==> src/rtl/fd_branch_stage_if.sv <==
// Decode-side bundle between fetch, the F/D stage and the hazard/forward network.
// master drives fetch/forward inputs; slave is the F/D branch stage itself.
interface fd_branch_stage_if;
    logic [31:0] F_ins;
    logic [31:0] F_PC;
    logic [31:0] D_rs_val;
    logic [31:0] D_rt_val;
    logic [4:0]  E_wa;
    logic [1:0]  E_tnew;
    logic [4:0]  M_wa;
    logic [1:0]  M_tnew;
    logic [31:0] D_ins;
    logic [31:0] D_PC;
    logic        branch;
    logic [31:0] DnPC;
    logic        pause;
    logic        D_bubble;

    modport master (
        output F_ins, F_PC, D_rs_val, D_rt_val, E_wa, E_tnew, M_wa, M_tnew,
        input  D_ins, D_PC, branch, DnPC, pause, D_bubble
    );

    modport slave (
        input  F_ins, F_PC, D_rs_val, D_rt_val, E_wa, E_tnew, M_wa, M_tnew,
        output D_ins, D_PC, branch, DnPC, pause, D_bubble
    );
endinterface

==> src/rtl/fd_branch_stage.sv <==
// F/D register plus D-stage branch/jump resolution; 1-cycle F->D, redirect is combinational.
// Backpressure: operand hazard on a compare/jump raises pause (holds PC and F/D) and D_bubble.
module fd_branch_stage #(
    parameter logic [31:0] RESET_PC = 32'h0000_3000
) (
    input  logic              clk,
    input  logic              reset,
    fd_branch_stage_if.slave  bus
);

    localparam logic [5:0] OP_SPECIAL = 6'b000000;
    localparam logic [5:0] OP_J       = 6'b000010;
    localparam logic [5:0] OP_JAL     = 6'b000011;
    localparam logic [5:0] OP_BEQ     = 6'b000100;
    localparam logic [5:0] OP_BNE     = 6'b000101;
    localparam logic [5:0] FN_JR      = 6'b001000;

    logic [31:0] d_ins_q;
    logic [31:0] d_pc_q;

    logic [5:0]  op;
    logic [4:0]  rs;
    logic [4:0]  rt;
    logic [5:0]  funct;
    logic [15:0] imm16;
    logic [25:0] imm26;

    logic        is_beq;
    logic        is_bne;
    logic        is_jump;
    logic        is_jr;
    logic        uses_rs;
    logic        uses_rt;
    logic        rs_hazard;
    logic        rt_hazard;
    logic        stall;
    logic        taken;
    logic [31:0] target;
    logic [31:0] br_offset;

    always_ff @(posedge clk) begin
        if (reset) begin
            d_ins_q <= 32'd0;
            d_pc_q  <= RESET_PC;
        end else if (!stall) begin
            d_ins_q <= bus.F_ins;
            d_pc_q  <= bus.F_PC;
        end
    end

    assign op    = d_ins_q[31:26];
    assign rs    = d_ins_q[25:21];
    assign rt    = d_ins_q[20:16];
    assign funct = d_ins_q[5:0];
    assign imm16 = d_ins_q[15:0];
    assign imm26 = d_ins_q[25:0];

    assign is_beq  = (op == OP_BEQ);
    assign is_bne  = (op == OP_BNE);
    assign is_jump = (op == OP_J) || (op == OP_JAL);
    assign is_jr   = (op == OP_SPECIAL) && (funct == FN_JR);

    assign uses_rs = is_beq || is_bne || is_jr;
    assign uses_rt = is_beq || is_bne;

    // Compares consume operands in D (Tuse 0), so any pending producer in E or M blocks.
    assign rs_hazard = uses_rs && (rs != 5'd0) &&
                       (((bus.E_wa == rs) && (bus.E_tnew != 2'd0)) ||
                        ((bus.M_wa == rs) && (bus.M_tnew != 2'd0)));
    assign rt_hazard = uses_rt && (rt != 5'd0) &&
                       (((bus.E_wa == rt) && (bus.E_tnew != 2'd0)) ||
                        ((bus.M_wa == rt) && (bus.M_tnew != 2'd0)));
    assign stall     = rs_hazard || rt_hazard;

    assign br_offset = {{14{imm16[15]}}, imm16, 2'b00};

    always_comb begin
        taken  = 1'b0;
        target = bus.F_PC + 32'd4;
        if (is_beq) begin
            taken  = (bus.D_rs_val == bus.D_rt_val);
            target = d_pc_q + 32'd4 + br_offset;
        end else if (is_bne) begin
            taken  = (bus.D_rs_val != bus.D_rt_val);
            target = d_pc_q + 32'd4 + br_offset;
        end else if (is_jump) begin
            taken  = 1'b1;
            target = {d_pc_q[31:28], imm26, 2'b00};
        end else if (is_jr) begin
            taken  = 1'b1;
            target = bus.D_rs_val;
        end
    end

    assign bus.D_ins    = d_ins_q;
    assign bus.D_PC     = d_pc_q;
    assign bus.pause    = stall;
    assign bus.D_bubble = stall;
    assign bus.branch   = taken && !stall;
    assign bus.DnPC     = (taken && !stall) ? target : (bus.F_PC + 32'd4);

endmodule

==> src/flat_wrapper.sv <==
// flat-port wrapper written by rule: the top's interface ports become plain ports
module fd_branch_stage_flat 
#(
    parameter logic [31:0] RESET_PC = 32'h0000_3000
)
  (clk, reset, bus_F_ins, bus_F_PC, bus_D_rs_val, bus_D_rt_val, bus_E_wa, bus_E_tnew, bus_M_wa, bus_M_tnew, bus_D_ins, bus_D_PC, bus_branch, bus_DnPC, bus_pause, bus_D_bubble);
  fd_branch_stage_if bus_i ();
  input  logic clk;
  input  logic reset;
  input wire logic [$bits(bus_i.F_ins)-1:0] bus_F_ins;
  input wire logic [$bits(bus_i.F_PC)-1:0] bus_F_PC;
  input wire logic [$bits(bus_i.D_rs_val)-1:0] bus_D_rs_val;
  input wire logic [$bits(bus_i.D_rt_val)-1:0] bus_D_rt_val;
  input wire logic [$bits(bus_i.E_wa)-1:0] bus_E_wa;
  input wire logic [$bits(bus_i.E_tnew)-1:0] bus_E_tnew;
  input wire logic [$bits(bus_i.M_wa)-1:0] bus_M_wa;
  input wire logic [$bits(bus_i.M_tnew)-1:0] bus_M_tnew;
  output wire logic [$bits(bus_i.D_ins)-1:0] bus_D_ins;
  output wire logic [$bits(bus_i.D_PC)-1:0] bus_D_PC;
  output wire logic [$bits(bus_i.branch)-1:0] bus_branch;
  output wire logic [$bits(bus_i.DnPC)-1:0] bus_DnPC;
  output wire logic [$bits(bus_i.pause)-1:0] bus_pause;
  output wire logic [$bits(bus_i.D_bubble)-1:0] bus_D_bubble;
  assign bus_i.F_ins = bus_F_ins;
  assign bus_i.F_PC = bus_F_PC;
  assign bus_i.D_rs_val = bus_D_rs_val;
  assign bus_i.D_rt_val = bus_D_rt_val;
  assign bus_i.E_wa = bus_E_wa;
  assign bus_i.E_tnew = bus_E_tnew;
  assign bus_i.M_wa = bus_M_wa;
  assign bus_i.M_tnew = bus_M_tnew;
  assign bus_D_ins = bus_i.D_ins;
  assign bus_D_PC = bus_i.D_PC;
  assign bus_branch = bus_i.branch;
  assign bus_DnPC = bus_i.DnPC;
  assign bus_pause = bus_i.pause;
  assign bus_D_bubble = bus_i.D_bubble;
  fd_branch_stage #(.RESET_PC(RESET_PC)) u_core (.clk(clk), .reset(reset), .bus(bus_i));
endmodule
==> config.mk <==
export PLATFORM = sky130hd
export DESIGN_NAME = fd_branch_stage_flat
export DESIGN_NICKNAME = d
export VERILOG_FILES = /design/src/rtl/fd_branch_stage_if.sv /design/src/rtl/fd_branch_stage.sv /design/src/flat_wrapper.sv
export SDC_FILE = /design/constraint.sdc
export NUM_CORES = 1
export LEC_CHECK = 0
export CORE_MARGIN = 1
export CORE_UTILIZATION = 56
export CTS_CLUSTER_SIZE = 10
export DETAILED_ROUTE_END_ITERATION = 16
export DONT_BUFFER_PORTS = 1
export HOLD_SLACK_MARGIN = 0.1
export PLACE_DENSITY = 0.82
export REMOVE_ABC_BUFFERS = 1
export SYNTH_ARGS = -nofsm -noshare
export SYNTH_HDL_FRONTEND = slang
export SYNTH_SLANG_ARGS = --single-unit
==> constraint.sdc <==
create_clock -name clk -period 4.2 [get_ports clk]
set_input_delay 0.84 -clock clk [delete_from_list [all_inputs] [get_ports clk]]
set_output_delay 0.84 -clock clk [all_outputs]
set_load 0.02 [all_outputs]
==> impl_metrics.yaml <==
run_status:
  run_status: "complete, no violations"
power_and_ir_drop:
  irDropWorstVdd_v: 0.000271
  cellLeakagePower_nw: 3.10
  power.total_mw: 2.19
  pwr-share-clk: 0.377
  p_int_mw: 1.45
  p_switching_uw: 742
  switching_share: 0.339
  powerDensity_mw_per_mm2: 293
  sequentialPowerShare: 0.325
  combPwrFrac: 0.299
global_route:
  overflow: 0
  grt_pass1_vias: 6411
  grt_antenna_before_repair: 0
  grt_pass1_wl_um: 33500
  grt_start_max_net_pins: 62
  grt_usage: 0.379
run:
  max_cap_viol_count: 0
place:
  portBuffers: 0
  place.gp.congestion: 0.957
  dp_hpwl_um: 17400
timing:
  post-route-min-period_ns: 4.15
  fin_crit_sh: 0.987
  drv_slew: 0
  slew_headroom: 0.521
  max_freq_mhz: 241
  worstMarginPinSlew_ns: 0.718
  finalHoldViolCount: 0
  setup_viol: 0
  finClkSkew_ns: 0.0108
synthesis:
  synth_cells: 846
  synthFlopType: "dfxtp_1"
  synth-edff-count: 0
  yosys_warnings: 0
  async_flop_share: 0
  synthesis.area_mm2: 0.00634
  synth_cell_types: 72
  avgSynthCellArea_um2: 7.49
  synth_seq_area_share: 0.202
  synth-seq-cells: 64
critical_path:
  path_cells: "ha_4 -> ha_4 -> fa_2 -> a211oi_2 -> o211ai_1 -> nand4_1 -> a311oi_2 -> buf_4 -> o211ai_1 -> and3_1 -> o21ai_2 -> a21boi_1 -> buf_4"
  arrival_ns: 3.31
  startpoint_type: "flop"
  critical_path_class: "reg2out"
  max_stage_delay_ns: 0.37
  required_ns: 3.36
  cp-end-kind: "primary output"
  crit_path_top_delay_cell: "dfxtp_1"
  crit_fanout: 3
die:
  die_h_um: 108
  initial_core_util: 0.579
  coreArea_mm2: 0.0109
  die_w_um: 108
  num_io_pins: 243
  die-area_mm2: 0.0117
  num_rows: 38
drt:
  vias_per_cell: 6.60
  routed_wirelength_um: 22800
  dr.pass1.iters: 7
  met3RoutedLength_um: 2470
  wl_per_cell_um: 21.9
  ant_nets: 0
  drtIter0Drc: 616
  vias: 6879
  met1_length_um: 8780
  highest_layer: "met4"
  wl_met2_um: 10500
  drc_errors: 0
layout:
  fin_util: 0.683
  final_nets: 1100
  layout_common_cells: "nand2_1, a21oi_1, buf_4"
  n_antenna_cell: 0
  area_delta_synth_final_pct: 17.8
  fill_cells: 929
  layout-drive-gt1-share: 0.188
  final_common_cell: "nand2_1"
cts:
  clk_latency_ns: 0.35
  cts_tree: "yes"
  cts_root_buf: "clkbuf_16"
  cts_made_buffers: 9
  h-tree-depth: 3
  cts_num_sinks: 64
  cts_hold_buf: 0
  clk_path_buf_depth: 2
  clk_pin_slew_ns: 0.06
hold_path:
  hold_path_class: "reg2reg"
## final cells by class
cell class              instances  area [µm²]  share of cell area
flip-flops and latches         64        1300               0.174
repair buffers                 86         649              0.0870
clock buffers                   9         225              0.0302
clock inverters                 7        96.3              0.0129
inverters                       6        22.5             0.00302
multi-input cells             730        4990               0.669
well taps                     140         175              0.0235
## per-stage QoR
step                cells  TNS, ns  area, µm²  setup WS [ns]  hold slack (ns)
floorplan             800    -2.13       6130         -0.617            0.540
global placement     1019        0       6900          0.266            0.556
detailed placement   1019        0       6900          0.205            0.564
CTS                  1037        0       7260       0.000161            0.533
global route         1042   -0.250       7460        -0.0696            0.541
finish               1042        0       7460         0.0550            0.519
## per-layer routing
metal | global-route usage | up-vias
met5 | 0 | -
met4 | 0.210 | 0
met3 | 0.103 | 71
met2 | 0.596 | 454
met1 | 0.465 | 3164
li1 | - | 3190
## cells in the mapped netlist, types with 5 or more instances
cell type | number | area share
nand2_1 | 159 | 0.094
a21oi_1 | 101 | 0.080
xnor2_1 | 72 | 0.10
dfxtp_1 | 64 | 0.20
ha_1 | 58 | 0.11
nor2_1 | 54 | 0.032
clkbuf_1 | 31 | 0.018
xor2_1 | 28 | 0.039
nand4_1 | 24 | 0.024
o21ai_0 | 21 | 0.017
nand3_1 | 16 | 0.013
nor3_1 | 13 | 0.010
a211oi_1 | 12 | 0.014
mux2i_1 | 12 | 0.019
o22ai_1 | 12 | 0.012
a21o_1 | 10 | 0.012
o211ai_1 | 10 | 0.012
and3_1 | 9 | 0.0089
buf_2 | 9 | 0.0071
nor4_1 | 8 | 0.0079
o21ai_1 | 8 | 0.0063
and2_1 | 7 | 0.0069
and4_1 | 7 | 0.0097
o221ai_1 | 7 | 0.0097
inv_1 | 6 | 0.0036
a222oi_1 | 5 | 0.0079
a31oi_1 | 5 | 0.0049
## critical path: cells and delay by family (launching register included)
family / cells / cell delay, ns
buffers and inverters: 2 / 0.33
adders and majority gates: 3 / 0.74
AOI/OAI and AO/OA: 6 / 1.08
DFF: 1 / 0.37
and+or+nand+nor: 2 / 0.40
## flip-flops by register name, indices dropped and copies added, names as in the netlist
| register | cells |
|---|---|
| u_core.bus.D_PC | 32 |
| u_core.bus.D_ins | 32 |
## final timing paths
| kind | from | endpoint | slack [ns] | cells after the start |
|---|---|---|---|---|
| setup / recovery | u_core.bus.D_PC[3] | bus_DnPC[27] | 0.05 | 13 |
| hold / removal | u_core.bus.D_PC[15] | u_core.bus.D_PC[15] | 0.52 | 2 |
| setup reg to reg | u_core.bus.D_ins[26] | u_core.bus.D_ins[29] | 1.37 | 7 |
| hold reg to reg | u_core.bus.D_PC[15] | u_core.bus.D_PC[15] | 0.52 | 2 |
## logic make-up after synthesis
family          count (synthesis)  share of synthesized area
mux                            14                     0.0225
simple gates                  320                      0.237
fa+ha+maj                      59                      0.118
xor+xnor                      100                      0.138
compound gates                237                      0.245
flops                          64                      0.202
buf+inv                        52                     0.0367
## power groups by stage
| stage | sequential (mW) | combinational [mW] | clock (mW) |
|---|---|---|---|
| floorplan | 0.732 | 0.402 | 0 |
| global placement | 0.719 | 0.596 | 0 |
| detailed placement | 0.720 | 0.601 | 0 |
| CTS | 0.707 | 0.610 | 0.826 |
| global route | 0.715 | 0.702 | 0.854 |
| finish | 0.710 | 0.654 | 0.824 |
## what timing repair did
action | CTS | global route
buffers inserted | 2 | 5
setup endpoints to repair | 9 | 11
resized for setup | 9 | 41
pin swaps | 4 | 26
Power figures use the tool's default switching activity.
